[src/rtl/alu_datapath.sv]
// alu_datapath: 8-bit ALU datapath driven by the ALU_CU control word.
// Holds A/Q/Q_1/M, an iteration counter, an output register and done/overflow
// flags. The status flags the control unit branches on come straight off the
// registers, so they reflect the previous control pulse with no extra delay.
module alu_datapath #(
    parameter int WIDTH = 8,
    parameter int CNT_W = 3
) (
    input  logic             CLK,
    input  logic             RST,
    input  logic [WIDTH-1:0] INBUS,
    input  logic             c0,
    input  logic             c0_prim,
    input  logic             c1,
    input  logic             c2,
    input  logic             c3,
    input  logic             cR,
    input  logic             cL,
    input  logic             c4,
    input  logic             c5,
    input  logic             c6,
    input  logic             c7,
    input  logic             c8,
    input  logic             c7_5,
    output logic [WIDTH-1:0] OUTBUS,
    output logic             CNT7,
    output logic             Q0,
    output logic             Q_1,
    output logic             A7,
    output logic             OVF,
    output logic             DONE
);

    logic [WIDTH-1:0] r_a;
    logic [WIDTH-1:0] r_q;
    logic [WIDTH-1:0] r_m;
    logic             r_q1;
    logic [CNT_W-1:0] r_cnt;
    logic [WIDTH-1:0] r_out;
    logic             r_ovf;
    logic             r_done;

    logic             w_shr;
    logic             w_shl;
    logic [WIDTH-1:0] w_q_ld;
    logic [WIDTH-1:0] w_sum;
    logic [WIDTH-1:0] w_diff;
    logic             w_add_ovf;
    logic             w_sub_ovf;
    logic [WIDTH-1:0] w_a_nxt;
    logic [WIDTH-1:0] w_q_nxt;
    logic             w_q1_nxt;
    logic [CNT_W-1:0] w_cnt_nxt;
    logic             w_ovf_nxt;

    // cR together with cL is illegal; it collapses to no shift and no count.
    assign w_shr  = cR & ~cL;
    assign w_shl  = cL & ~cR;

    // Q is loaded first, so a shift in the same cycle acts on the loaded value.
    assign w_q_ld = c0_prim ? INBUS : r_q;

    assign w_sum  = r_a + r_m;
    assign w_diff = r_a + ~r_m + {{(WIDTH-1){1'b0}}, 1'b1};

    // Signed overflow: result sign flips away from A where the operation cannot
    // legitimately change it.
    assign w_add_ovf = (r_a[WIDTH-1] == r_m[WIDTH-1]) && (w_sum[WIDTH-1]  != r_a[WIDTH-1]);
    assign w_sub_ovf = (r_a[WIDTH-1] != r_m[WIDTH-1]) && (w_diff[WIDTH-1] != r_a[WIDTH-1]);

    // Next-state for A (priority c0 > c1 > c2 > c3 > shift) and for overflow.
    always_comb begin
        w_a_nxt   = r_a;
        w_ovf_nxt = r_ovf;
        if (c0) begin
            w_a_nxt   = '0;
            w_ovf_nxt = 1'b0;
        end else if (c1) begin
            w_a_nxt = r_q;
        end else if (c2) begin
            w_a_nxt   = w_sum;
            w_ovf_nxt = r_ovf | w_add_ovf;
        end else if (c3) begin
            w_a_nxt   = w_diff;
            w_ovf_nxt = r_ovf | w_sub_ovf;
        end else if (w_shr) begin
            w_a_nxt = {r_a[WIDTH-1], r_a[WIDTH-1:1]};
        end else if (w_shl) begin
            w_a_nxt = {r_a[WIDTH-2:0], w_q_ld[WIDTH-1]};
        end
    end

    // Next-state for Q (load, then shift, then bit write), Q_1 and the counter.
    always_comb begin
        w_q_nxt   = w_q_ld;
        w_q1_nxt  = r_q1;
        w_cnt_nxt = r_cnt;
        if (w_shr) begin
            w_q_nxt = {r_a[0], w_q_ld[WIDTH-1:1]};
        end else if (w_shl) begin
            w_q_nxt = {w_q_ld[WIDTH-2:0], 1'b0};
        end
        if (c4) begin
            w_q_nxt[0] = 1'b1;
        end else if (c5) begin
            w_q_nxt[0] = 1'b0;
        end
        if (c0) begin
            w_q1_nxt  = 1'b0;
            w_cnt_nxt = '0;
        end else if (w_shr || w_shl) begin
            w_cnt_nxt = r_cnt + {{(CNT_W-1){1'b0}}, 1'b1};
            if (w_shr) begin
                w_q1_nxt = w_q_ld[0];
            end
        end
    end

    // Register update; reset overrides every control input.
    always_ff @(posedge CLK) begin
        if (RST) begin
            r_a    <= '0;
            r_q    <= '0;
            r_m    <= '0;
            r_q1   <= 1'b0;
            r_cnt  <= '0;
            r_out  <= '0;
            r_ovf  <= 1'b0;
            r_done <= 1'b0;
        end else begin
            r_a   <= w_a_nxt;
            r_q   <= w_q_nxt;
            r_q1  <= w_q1_nxt;
            r_cnt <= w_cnt_nxt;
            r_ovf <= w_ovf_nxt;
            if (c0) begin
                r_m <= INBUS;
            end
            if (c8) begin
                r_out <= r_q;
            end else if (c7) begin
                r_out <= r_a;
            end
            if (c7_5) begin
                r_done <= 1'b1;
            end else if (c6) begin
                r_done <= 1'b0;
            end
        end
    end

    assign OUTBUS = r_out;
    assign CNT7   = &r_cnt;
    assign Q0     = r_q[0];
    assign Q_1    = r_q1;
    assign A7     = r_a[WIDTH-1];
    assign OVF    = r_ovf;
    assign DONE   = r_done;

endmodule

[config.mk]
export PLATFORM = sky130hd
export DESIGN_NAME = alu_datapath
export DESIGN_NICKNAME = d
export VERILOG_FILES = /design/src/rtl/alu_datapath.sv
export SDC_FILE = /design/constraint.sdc
export NUM_CORES = 1
export LEC_CHECK = 0
export CAP_MARGIN = 20
export CELL_PAD_IN_SITES_DETAIL_PLACEMENT = 0
export CELL_PAD_IN_SITES_GLOBAL_PLACEMENT = 1
export CORE_ASPECT_RATIO = 0.5
export CORE_MARGIN = 4
export CORE_UTILIZATION = 44
export DETAILED_ROUTE_END_ITERATION = 8
export PLACE_DENSITY = 0.95
export SYNTH_ARGS = -nofsm -noshare
export SYNTH_HDL_FRONTEND = slang
export SYNTH_SLANG_ARGS = --single-unit
[constraint.sdc]
create_clock -name CLK -period 3.75 [get_ports CLK]
set_input_delay 0.375 -clock CLK [delete_from_list [all_inputs] [get_ports CLK]]
set_output_delay 0.375 -clock CLK [all_outputs]
set_load 0.1 [all_outputs]
After elaboration in Yosys (flattened, before gate mapping)
Cells that the tools add are included.

$add $sub $neg: 4. Equality and inequality tests: 5. Mux-type cells: 16. Bitwise gates (word level): 8. Reductions and logical operators: 13.

Operators with widths (count): 8-bit 2-to-1 mux (10); 8-bit adder (2); 8-bit by 1-bit adder with 8-bit output (second input constant) (1); 8-bit inverter (1); 1-bit 2-to-1 mux (6); 2-bit AND reduction (3); 2-bit nonzero test (3); 5-bit nonzero test (1); 4-bit != test (second input constant) (1); 4-bit nonzero test (1); 3-bit by 1-bit adder with 3-bit output (second input constant) (1); 1-bit != test (3); 1-bit inverter (3); 3-bit AND reduction (1); 1-bit bitwise AND (2); 1-bit logical AND (2); 1-bit OR (2); 2-bit OR reduction (1); 1-bit equality test (1); 1-bit logical OR (1).

Register bits: 38. Logic and storage cells: 55.

Longest topological paths before layout
Gate-level depths: netlist of the first run.

Depth after elaboration: 8. Depth in mapped cells: 10. Depth with buffers taken out: 10.

Worst setup path after synthesis of the first run
OpenSTA, ideal clock, no wires.

Path kind: reg2reg. Start point: register r_a[7]. End point: register r_a[6]. Setup time: 0.070 ns. Arrival time: 2.024 ns. Slack: 1.656 ns. Stages on the path, launching flop included: 6. Path buffers: 0. Clock period less this slack: 2.094 ns. Path through: dfxtp_1 -> mux2i_1 -> o31a_1 -> a2111oi_0 -> a221oi_1 -> a21oi_1.

Word-level cells in the longest chain between the ends: 4.

RTL lines: start, declared (RTL line 34) `logic [WIDTH-1:0] r_a;`; start signal, assigned (RTL line 131) `r_a <= w_a_nxt;`; 8-bit 2-to-1 mux (RTL line 86) `end else if (w_shr) begin`; 8-bit 2-to-1 mux (RTL line 83) `end else if (c3) begin`; 8-bit 2-to-1 mux (RTL line 80) `end else if (c2) begin`; 8-bit 2-to-1 mux (RTL line 78) `end else if (c1) begin`.

No other way between the ends. The select of a mux whose other input is x is not followed. A chain may end at the register's enable or synchronous reset.

Worst setup path after layout of the first run
Start point: register r_a[0]. End point: register r_a[6].

Word-level cells in the longest chain between the ends: 5. Elaborated cells on any way between the ends: 6. Those cells by class: 3 x add/sub; 3 x mux.

RTL lines: 8-bit adder (RTL line 64) `assign w_diff = r_a + ~r_m + {{(WIDTH-1){1'b0}}, 1'b1};`; 8-bit by 1-bit adder with 8-bit output (RTL line 64); 8-bit 2-to-1 mux (RTL line 83); 8-bit 2-to-1 mux * (RTL line 80); 8-bit 2-to-1 mux * (RTL line 78).

Mark *: on every way between the ends. The rest lies on a longest branch, timed or not.

==> metrics, run 1 <==
outcome finished clean; data required time of the critical path 3.96 ns; residual antenna-violating net count after detailed routing 0; capture instance of the worst register-to-register path r_a[6]; cell chain of the critical path inv_1 > ha_1 > inv_1 > fa_1 > a211oi_1 > o41ai_1 > a2111oi_0 > a221oi_1 > a21oi_1; max-cap check violation count 0; cell-internal power 0.000856 W; GR Overflow Total 0; via count of the first global-routing pass 2383; wire length of the first global-routing pass 12100 microns; total chip power 0.00124 W; number of setup buffers added after CTS 0; switching share of total power 31.0%; total standard cell area after synthesis 0.00264 sq mm; hold wc startpoint DONE; global routing usage summed across all routing layers 20.0%; number of instances in the synthesized netlist 337; final HPWL from detailed placement 5360 microns; maximum cell stage delay along the critical path 0.48 ns; Post-CTS Hold Buffers 0; worst setup path startpoint r_a[0]; clk buf depth 2; static leakage 1.30 nW; Top Family by Delay on Critical Path compound AO/OA/AOI/OAI gates; sum of negative setup slack 0 ns; critical path fanouts, max 6; timing-limited maximum frequency 392 MHz; synthesis-to-finish area growth 19.5%; Post-Route Skew 0.00292 ns; Worst path slowest cell a2111oi_0; most frequently used flop master after synthesis dfxtp_1; CTS tree built; Hold Violations, Final 0; arrival time at the worst endpoint 2.77 ns; DRC 0; number of setup violations in the final report 0; RSZ-0062 raised after global routing false; power density over the cells 393 mW/mm^2; number of port buffers 36; via density per instance 5.76; number of enable-type register cells in the synthesized netlist 0; starting utilization of the core area 46.7%; number of cells on the worst reg-to-reg path 9; top cells by area, synth dfxtp_1, nor2_1, ha_1; cell at the root of the clock tree clkbuf_16; proportion of register bits with asynchronous set or reset after synthesis 0%; # clock sinks 38; Worst Tran Pin Value 0.979 ns; TritonRoute pass-1 iters 5; Clk pin slew, worst setup/hold paths 0.06 ns; total nets after synthesis 380; Clock H-tree levels 2; top cell type's share of synthesized area 28.8%; iteration-0 DRC count of the detailed router 191; Post-Synthesis Mean Instance Area 7.85 sq um; termination of the worst setup path r_a[6]; number of gates resized after cts 0; RR Startpoint r_a[0]; clock share of power 38.4%; endpoint class of the critical path flop; buffer and inverter count on the worst path 2; count of standard-cell rows 19; Tmin final 2.55 ns; final estimated routing congestion in global placement 0.918; total stage count of the critical path 9; total via count in the routed design 2506; sequential cell fraction of total power 36.5%; count of boundary I/O pins 37; reg-to-reg slack, setup 1.20 ns; Total Die Area 0.00739 sq mm; worst supply voltage drop on vdd 0.245 mV; biggest area consumer among synthesized cells dfxtp_1; number of antenna violations at the first check in global routing 0; final wirelength 7110 microns; post-detailed-route wirelength per cell 16.3 microns; critical setup path kind reg -> reg; count of distinct cell types in the synthesized netlist 51; combinational power share 25.1%; number of synthesized register bits 38; Hold Path Class reg -> reg; pin count of the biggest net entering global routing 32; Final Max Tran Viols 0; category of the worst setup path launch point flop; clk_lat worst skew 0.28 ns; clock buffer count from CTS 5; reported net switching power 0.000385 W; DIE WIDTH 118 microns; die extent in y 62.8 microns; most repeated library cell on the critical path inv_1; worst slew slack as a fraction of its limit 34.6%; worst hold-check slack 0.480 ns; final-stage net count 404; final period utilization 68.1%; diode count 0; fraction of layout cells with a size suffix above 1 5.52%; Core Footprint 0.00566 sq mm; sequential cell area fraction in the yosys report 28.8%; Ys Warns 0
## synth_stat cells (all sizes together), types with 2 or more instances
library cell and number:
nor2b 7, inv 22, ha 18, nand2 10, a21oi 30, xnor2 5, a311oi 2, o22ai 2
a211oi 8, a32oi 2, nor3 9, dfxtp 38, xor2 2, nor4 2, mux2 5, a22oi 2
a221oi 3, buf 10, a31oi 2, clkbuf 11, nand3 5, o41ai 2, fa 2, o211ai 4
mux2i 22, nor2 72, nand2b 8, o21ai 12, or2 2, o21bai 2
## power groups by stage
stage	logic [W]	registers (W)	clock network, W
2_1_floorplan	0.000185	0.000500	0
6_report	0.000312	0.000453	0.000476
4_1_cts	0.000309	0.000452	0.000482
5_1_grt	0.000341	0.000456	0.000502
3_5_place_dp	0.000307	0.000461	0
3_3_place_gp	0.000303	0.000460	0
## area by class of cell
class                           count  area, sq um
Clock inverter                      3         40.0
Sequential cell                    38          761
Inverter                           22         82.6
Multi-Input combinational cell    256         1680
Tap cell                           73         91.3
Clock buffer                        5          125
Fill cell                         529         2500
Timing Repair Buffer               38          375
## metal layers
layer | track usage, % | routed length [microns] | vias up
li1 | - | - | 1223
met1 | 29.0 | 3360 | 1187
met2 | 30.7 | 3070 | 87
met3 | 3.25 | 585 | 9
met4 | 5.55 | 91 | 0
met5 | 0 | 0 | -
## worst min-delay path by stage
stage	endpoint	cells after the start
floorplan	OUTBUS[4]	2
global placement	DONE	2
detailed placement	DONE	2
CTS	DONE	2
global route	OUTBUS[7]	2
finish	DONE	2
## placed cells by master, fill, tap and decap left out, drive strengths merged, types with 3 or more instances in the layout
cell type	n
nor2	72
dfxtp	38
clkdlybuf4s50	36
a21oi	30
inv	22
mux2i	22
ha	18
o21ai	12
nand2	10
nor3	9
nand2b	8
a211oi	8
nor2b	7
nand3	5
xnor2	5
mux2	5
clkbuf	5
o211ai	4
a221oi	3
## worst register-to-register path, cell delays in order (launching register included)
cell,delay (ns)
dfxtp_1,0.38
inv_1,0.09
ha_1,0.15
inv_1,0.05
fa_1,0.44
a211oi_1,0.41
o41ai_1,0.20
a2111oi_0,0.48
a221oi_1,0.10
a21oi_1,0.18
## sequential cells by signal, summed over array words and instances, names as in the netlist
signal,cells
r_m,8
OVF,1
r_cnt,3
r_a,8
Q_1,1
DONE,1
OUTBUS,8
r_q,8
## cell families after synthesis
| family | Yosys count | share of synthesized area (%) |
|---|---|---|
| flip-flops | 38 | 28.8 |
| XOR/XNOR | 7 | 2.32 |
| multiplexers | 27 | 10.5 |
| adder cells (fa/ha/maj) | 20 | 10.0 |
| AND/OR/NAND/NOR | 120 | 20.5 |
| AO/OA/AOI/OAI | 82 | 20.4 |
| buffers and inverters | 43 | 7.57 |
## stage by stage
step	instance area, sq um	setup slack [ns]	cells	utilization, %
after floorplan	2640	1.66	337	-
after global placement	2990	1.29	427	52.9
final	3160	1.20	435	55.8
after detailed placement	2990	1.22	427	52.9
after CTS	3160	1.23	435	55.8
after global routing	3160	1.02	435	55.8
No activity file was read; power rests on OpenSTA's default activity.
==> run 2: changes to the inputs <==
- CORE_UTILIZATION: 44 -> 37
- PLACE_DENSITY: 0.95 -> 0.89
- clock period: 3.75 -> 2.2 ns (I/O delays scaled with it)
==> run 2 against run 1 <==
Worst hold slack gained 0.013 ns. Design area grew 6.8%. First-iteration DRC count increased by 9.9%. Global-route usage is 0.87 points lower. Critical path type unchanged. Largest cell class unchanged. Highest routed layer unchanged.
==> metrics, run 2 (synthesis gave the netlist of run 1 again) <==
category of the worst setup path launch point flop; arrival time at the worst endpoint 2.30 ns; Post-CTS Hold Buffers 0; post-detailed-route wirelength per cell 16.3 microns; clk_lat worst skew 0.28 ns; final-stage net count 435; RSZ-0062 raised after global routing false; most frequent standard cell in the layout excluding fill and tap cells nor2_1; final wirelength 7910 microns; count of standard-cell rows 21; global routing usage summed across all routing layers 19.1%; number of cells on the worst reg-to-reg path 7; final estimated routing congestion in global placement 0.998; endpoint class of the critical path flop; Post-Route Skew 0.00490 ns; number of antenna violations at the first check in global routing 0; starting utilization of the core area 38.8%; pin count of the biggest net entering global routing 27; RR Startpoint r_a[5]; CTS tree built; synthesis-to-finish area growth 27.5%; number of fillers in the final layout 630; Hold Path Class reg -> reg; power density over the cells 609 mW/mm^2; Worst path slowest cell dfxtp_1; reg-to-reg slack, setup 0.06 ns; Worst Tran Pin Value 0.543 ns; number of cells on the worst hold path 2; via density per instance 5.50; Hold Violations, Final 0; critical path fanouts, max 10; DRC 0; final worst-path setup slack 0.0603 ns; wire length of the first global-routing pass 13100 microns; diode count 0; sum of negative setup slack 0 ns; area after detailed placement 0.00321 sq mm; outcome finished clean; count of boundary I/O pins 37; cell chain of the critical path ha_1 > or3_1 > o211ai_1 > o31a_1 > a2111oi_1 > a221oi_1 > a21oi_1; static leakage 1.47 nW; timing-limited maximum frequency 467 MHz; number of setup buffers added after CTS 0; data required time of the critical path 2.36 ns; cell at the root of the clock tree clkbuf_16; final HPWL from detailed placement 6110 microns; final core utilization 49.5%; residual antenna-violating net count after detailed routing 0; Tmin final 2.14 ns; Core Footprint 0.00681 sq mm; Clock H-tree levels 2; GR Overflow Total 0; hold endpoint DONE; # clock sinks 38; max-cap check violation count 0; worst supply voltage drop on vdd 0.255 mV; die extent in y 67.8 microns; final period utilization 97.3%; fraction of layout cells with a size suffix above 1 17.6%; capture instance of the worst register-to-register path r_a[6]; total non-filler cell area in the finished layout 0.00337 sq mm; number of setup violations in the final report 0; clk buf depth 2; critical setup path kind reg -> reg; number of port buffers 36; via count of the first global-routing pass 2533; post-placement worst setup slack -0.0373 ns; DIE WIDTH 128 microns; TritonRoute pass-1 iters 6; Clk pin slew, worst setup/hold paths 0.06 ns; total via count in the routed design 2661; worst hold-check slack 0.493 ns; hold wc startpoint DONE; maximum cell stage delay along the critical path 0.51 ns; worst slew slack as a fraction of its limit 63.7%; most frequent cells in the layout nor2_1, buf_4, dfxtp_1; Total Die Area 0.00864 sq mm; Final Max Tran Viols 0; iteration-0 DRC count of the detailed router 210; clock buffer count from CTS 5
run 2: worst max-delay path, delay by kind of cell (launching register included):
kind	cells	cell delay, ns
compound gates	5	0.71
fa+ha+maj	1	0.40
flops	1	0.51
simple gates	1	0.40
run 2: how the worst max path moves through the flow:
stage / from / endpoint / cells after the start
after CTS: r_a[0] / r_a[6] / 9
after global routing: r_a[5] / r_a[7] / 7
final: r_a[5] / r_a[6] / 7
after floorplan: r_a[7] / r_a[6] / 5
after detailed placement: r_a[1] / r_a[4] / 8
after global placement: r_a[1] / r_a[4] / 8
run 2: repair_timing:
item | 4_1_cts | 5_1_grt
gates resized for setup | 1 | 6
gates cloned | 0 | 0
setup endpoints to repair | 1 | 3
pin swaps | 0 | 1
run 2: through the flow:
step / cells / power (W)
2_1_floorplan: 337 / 0.00117
3_3_place_gp: 477 / 0.00134
6_report: 484 / 0.00205
3_5_place_dp: 477 / 0.00135
5_1_grt: 484 / 0.00214
4_1_cts: 484 / 0.00205
run 2: cell type report:
type | count | area (sq um) | share of cell area (%)
flip-flops and latches | 38 | 762 | 22.6
repair buffers | 69 | 573 | 17.0
inverters | 22 | 82.6 | 2.45
well taps | 92 | 115 | 3.41
clock buffers | 5 | 125 | 3.71
multi-input cells | 256 | 1700 | 50.5
clock inverters | 2 | 10.0 | 0.297
run 2: layer usage:
| metal | up-vias | part of all wire [%] | global-route usage (%) |
|---|---|---|---|
| li1 | 1290 | - | - |
| met1 | 1267 | 48 | 27.5 |
| met2 | 92 | 43 | 29.7 |
| met3 | 12 | 7.9 | 2.84 |
| met4 | 0 | 1.1 | 5.75 |
| met5 | - | 0 | 0 |
run 2: power breakdown:
part / switching (W) / internal [W]
logic: 0.000352 / 0.000239
clock network: 0.000286 / 0.000409
registers: 0.0000374 / 0.000728
==> run 3: changes to the inputs <==
- HOLD_SLACK_MARGIN: not set -> 0.03
==> results of run 3 <==
Final layout, timing and power as in run 2 (identical DEF).
==> edit 1 (flow settings as in run 1) <==
`r_a` and `r_q` no longer have a reset.
--- a/src/rtl/alu_datapath.sv
+++ b/src/rtl/alu_datapath.sv
@@ -119,8 +119,6 @@
     // Register update; reset overrides every control input.
     always_ff @(posedge CLK) begin
         if (RST) begin
-            r_a    <= '0;
-            r_q    <= '0;
             r_m    <= '0;
             r_q1   <= 1'b0;
             r_cnt  <= '0;
@@ -128,8 +126,6 @@
             r_ovf  <= 1'b0;
             r_done <= 1'b0;
         end else begin
-            r_a   <= w_a_nxt;
-            r_q   <= w_q_nxt;
             r_q1  <= w_q1_nxt;
             r_cnt <= w_cnt_nxt;
             r_ovf <= w_ovf_nxt;
@@ -149,6 +145,11 @@
         end
     end
 
+    always_ff @(posedge CLK) begin
+        r_a <= w_a_nxt;
+        r_q <= w_q_nxt;
+    end
+
     assign OUTBUS = r_out;
     assign CNT7   = &r_cnt;
     assign Q0     = r_q[0];
Behaviour: not the same (Yosys sat finds a counterexample within 4 cycles, from zero or initial values and one cycle with RST high).
==> edit 1 against run 1 <==
  * Non-clock buffer count unchanged
  * Sequential cell count unchanged
  * Routed wire length increased by 1.6%
  * Area after synthesis decreased by 0.47%
  * Setup slack improved by 0.086 ns
  * Power increased by 8.8%
  * Final area about the same
  * Combinational power increased by 38%
  * Synthesized cell count decreased by 5.6%
  * Largest power group is now sequential cells
  * Highest routed layer unchanged
==> edit 1: results (changes against run 1) <==
Logic synthesis
  • Synth cell count leaders: 38 x dfxtp_1, 33 x nor2_1, 31 x mux2i_1, 26 x a21oi_1, 24 x inv_1
  • Adder-cell share of the synthesized area: 10.1% (+0.048 points)
  • Synthesized Nets: 361 (-5.0%)
  • Complex-gate fraction of the synthesized area: 20.7% (+0.38 points)
  • Synth area leaders: dfxtp_1 29%, mux2i_1 12%, ha_1 8.6%, a21oi_1 4.9%, nor2_1 4.7%
  • Mux cell area share after synthesis: 15.2% (+4.8 points)
  • Main combinational cell family by area after synthesis: compound AO/OA/AOI/OAI gates
  • XOR/XNOR share of the synthesized area: 0.999% (-1.3 points)
  • Post-synth ARST share: 0% (unchanged)
  • Post-synthesis sequential area ratio: 28.9% (+0.14 points)
  • Number of flops mapped to enable cells by yosys: 0 (unchanged)
  • Cells after Synth: 318 (-5.6%)

Run status
  • Status: finished, final reports clean

Route
  • Wl on met1: 3.43 mm (+2.0%)
  • 1st-iter DRT viols: 179 (-6.3%)
  • Wirelength, routed: 7.22 mm (+1.6%)
  • Max layer used: met4
  • Routed length on met3: 591 um (+1.0%)
  • Vias per cell: 5.82 (+1.0%)
  • Detailed Routing Iterations Pass 1: 7 (+2)
  • Metal2 WL: 3.18 mm (+3.8%)

Clock tree
  • Total CTS buffers: 5 (unchanged)
  • CTS HTree Levels: 2 (unchanged)
  • CTS Hold Bufs: 0 (unchanged)
  • Cts repair resizes: 0 (unchanged)
  • Root buffer cell: clkbuf_16

GRT
  • Global-route wire length before repair: 11.4 mm (-5.7%)
  • Largest net degree at the start of global routing: 33 (+3.1%)
  • M3 GR Usage: 2.35% (-0.90 points)
  • Vias in the first global route: 2229 (-6.5%)
  • Global Route Usage Sum: 19.0% (-0.97 points)
  • GR met1 Demand/Resource: 27.5% (-1.5 points)
  • Grt met2 use: 30.4% (-0.28 points)

Pwr
  • Peak supply drop: 0.245 mV (about the same)
  • Leakage: 1.32 nW (+1.4%)

Cells and area
  • Finished Layout Cells: 416 (-4.4%)
  • Nets: 385 (-4.7%)
  • Layout cells sized above 1: 7.29% (+1.8 points)

Timing
  • Relative slew slack: 34.0% (-0.53 points)
  • Setup Skew: 0.00181 ns (-0.00112 ns)

Setup path
  • Crit-path slowest cell: clkdlybuf4s50_1
  • Largest stage delay on the critical path: 1.12 ns (+0.64 ns)
  • Arrival time at the worst endpoint: 2.09 ns (-0.68 ns)
  • Crit-path leading delay family: buffers and inverters
  • Max FO, Critical Path: 2 (-4)

Place
  • Final GP Congestion: 0.899 (-2.1%)
  • HPWL Detailed: 5.44 mm (+1.6%)
  • Pre-CTS setup slack: 0.940 ns (-0.282 ns)
  • Post-DP Area: 0.00299 mm2 (unchanged)
  • Post-placement cell count: 407 (-4.7%)
edit 1: path summary, 6_finish.rpt:
| path | to | slack, ns | startpoint | cells past startpoint |
|---|---|---|---|---|
| setup / recovery | CNT7 | 1.28 | r_cnt[0]$_SDFFE_PP0P_ | 3 |
| hold / removal | OVF$_SDFFE_PP0P_ | 0.47 | OVF$_SDFFE_PP0P_ | 2 |
| setup reg to reg | r_a[4]$_SDFFE_PP0P_ | 1.48 | r_a[0]$_SDFFE_PP0P_ | 9 |
| hold reg to reg | OVF$_SDFFE_PP0P_ | 0.47 | OVF$_SDFFE_PP0P_ | 2 |
edit 1: layout make-up:
class / instances / area [um2]
repair buffers: 38 / 383
fillers: 521 / 2470
clock buffers: 6 / 139
well taps: 73 / 91.3
flip-flops and latches: 38 / 761
clock inverters: 2 / 12.5
inverters: 24 / 90.1
multi-input cells: 235 / 1680
edit 1: report_power, final:
part           switching (mW)  internal [mW]
Sequential             0.0493          0.443
Clock                   0.164          0.263
Combinational           0.267          0.164
Total                   0.481          0.870
==> edit 2 (config.mk and constraints of run 1) <==
Without the edit above. Set the parameter `CNT_W` to 6 (it was 3).
--- a/src/rtl/alu_datapath.sv
+++ b/src/rtl/alu_datapath.sv
@@ -4,7 +4,7 @@
 // registers, so they reflect the previous control pulse with no extra delay.
 module alu_datapath #(
     parameter int WIDTH = 8,
-    parameter int CNT_W = 3
+    parameter int CNT_W = 6
 ) (
     input  logic             CLK,
     input  logic             RST,
Check against the original RTL: not equivalent (Yosys sat finds a counterexample within 10 cycles, from zero or initial values and one cycle with RST high).
==> edit 2 against run 1 <==
  * Count of clock-buffer cells in the layout unchanged
  * Die area increased by 3.8%
  * Area after synthesis increased by 4.2%
  * Routed wire length increased by 5.3%
  * Sequential cell count increased by 3
  * Final area increased by 5.9%
  * Cell count increased by 6.2%
  * Power increased by 9.6%
  * Setup slack improved by 0.068 ns
  * Highest routed layer unchanged
==> edit 2: results (changes against run 1) <==
Timing
  • Slew @ Worst Pin: 1.00 ns (+0.0252 ns)
  • Worst hold margin: 0.490 ns (+0.00973 ns)
  • Setup Skew: 0.00350 ns (+0.000571 ns)

Logic synthesis
  • Complex-gate fraction of the synthesized area: 21.6% (+1.2 points)
  • Synthesized Nets: 389 (+2.4%)
  • Mux cell area share after synthesis: 11.2% (+0.71 points)
  • Adder-cell share of the synthesized area: 9.17% (-0.86 points)
  • Yosys warnings: 0 (unchanged)
  • Synth cell count leaders: 72 x nor2_1, 41 x dfxtp_1, 37 x a21oi_1, 24 x mux2i_1, 20 x inv_1
  • Synth area leaders: dfxtp_1 30%, nor2_1 9.8%, mux2i_1 8.7%, ha_1 7.7%, a21oi_1 6.7%
  • XOR/XNOR share of the synthesized area: 2.54% (+0.22 points)
  • Yosys cell types: 53 (+3.9%)
  • Post-synthesis sequential area ratio: 29.8% (+1.0 points)

Setup path
  • R2R setup slack: 1.34 ns (+0.14 ns)
  • Arrival time at the worst endpoint: 2.11 ns (-0.66 ns)
  • Largest stage delay on the critical path: 1.14 ns (+0.66 ns)
  • Crit-path slowest cell: clkdlybuf4s50_1
  • Crit path to: CNT7
  • Max FO, Critical Path: 3 (-3)
  • Crit-path leading delay family: buffers and inverters
  • CP startpoint: r_cnt[0]$_SDFFE_PP0P_
  • Worst r2r path cells: 10 (+1)

Cells and area
  • Final instance area: 0.00335 mm2 (+5.9%)
  • Layout cells sized above 1: 6.68% (+1.2 points)
  • Nets: 415 (+2.7%)
  • Fillcell total: 567 (+7.2%)

Worst hold path
  • Hold_sp: r_q[2]$_SDFF_PP0_
  • Hold Path End: r_a[2]$_SDFFE_PP0P_

Route
  • Wl on met1: 3.63 mm (+8.0%)
  • Metal2 WL: 3.38 mm (+10%)
  • Routed length on met3: 398 um (-32%)
  • DR vias: 2532 (+1.0%)
  • WL/cell: 16.2 um (-0.84%)
  • 1st-iter DRT viols: 180 (-5.8%)

GRT
  • Largest net degree at the start of global routing: 28 (-13%)
  • Global-route wire length before repair: 12.2 mm (+0.80%)
  • Global Route Usage Sum: 19.8% (-0.24 points)
  • Initial antenna violation count: 0 (unchanged)
  • Vias in the first global route: 2379 (-0.17%)

Place
  • HPWL Detailed: 5.54 mm (+3.5%)
  • Post-DP Area: 0.00316 mm2 (+5.4%)
  • Final GP Congestion: 0.905 (-1.5%)

Die
  • Initial Util: 45.5% (-1.2 points)

Pwr
  • Peak supply drop: 0.212 mV (-13%)
  • Leakage: 1.37 nW (+5.8%)

Run status
  • Status: finished, final reports clean
-- edit 2: area by class of cell --
cell class                 instances  share of cell area [%]
multi-input combinational        265                    52.6
sequential                        41                    24.5
timing repair buffer              39                    11.4
clock buffer                       5                    3.74
tap                               88                    3.29
inverter                          21                    2.43
clock inverter                     3                    1.94
-- edit 2: report_power, final --
part	switching [mW]	leakage, nW	internal, mW	total [mW]
Combinational	0.197	0.943	0.124	0.321
Sequential	0.0272	0.336	0.459	0.486
Clock	0.174	0.0938	0.380	0.554
-- edit 2: routing by layer --
metal	GRT usage, %	up-vias
met5	0	-
met4	4.85	0
met3	2.48	8
met2	31.3	72
met1	28.6	1184
li1	-	1268
-- edit 2: stage by stage --
step	worst slack, ns	cells	total power, mW
6_report	1.26	462	1.36
5_1_grt	1.18	462	1.41
4_1_cts	1.25	462	1.36
3_5_place_dp	1.23	454	0.809
3_3_place_gp	1.30	454	0.803
2_1_floorplan	1.59	347	0.721
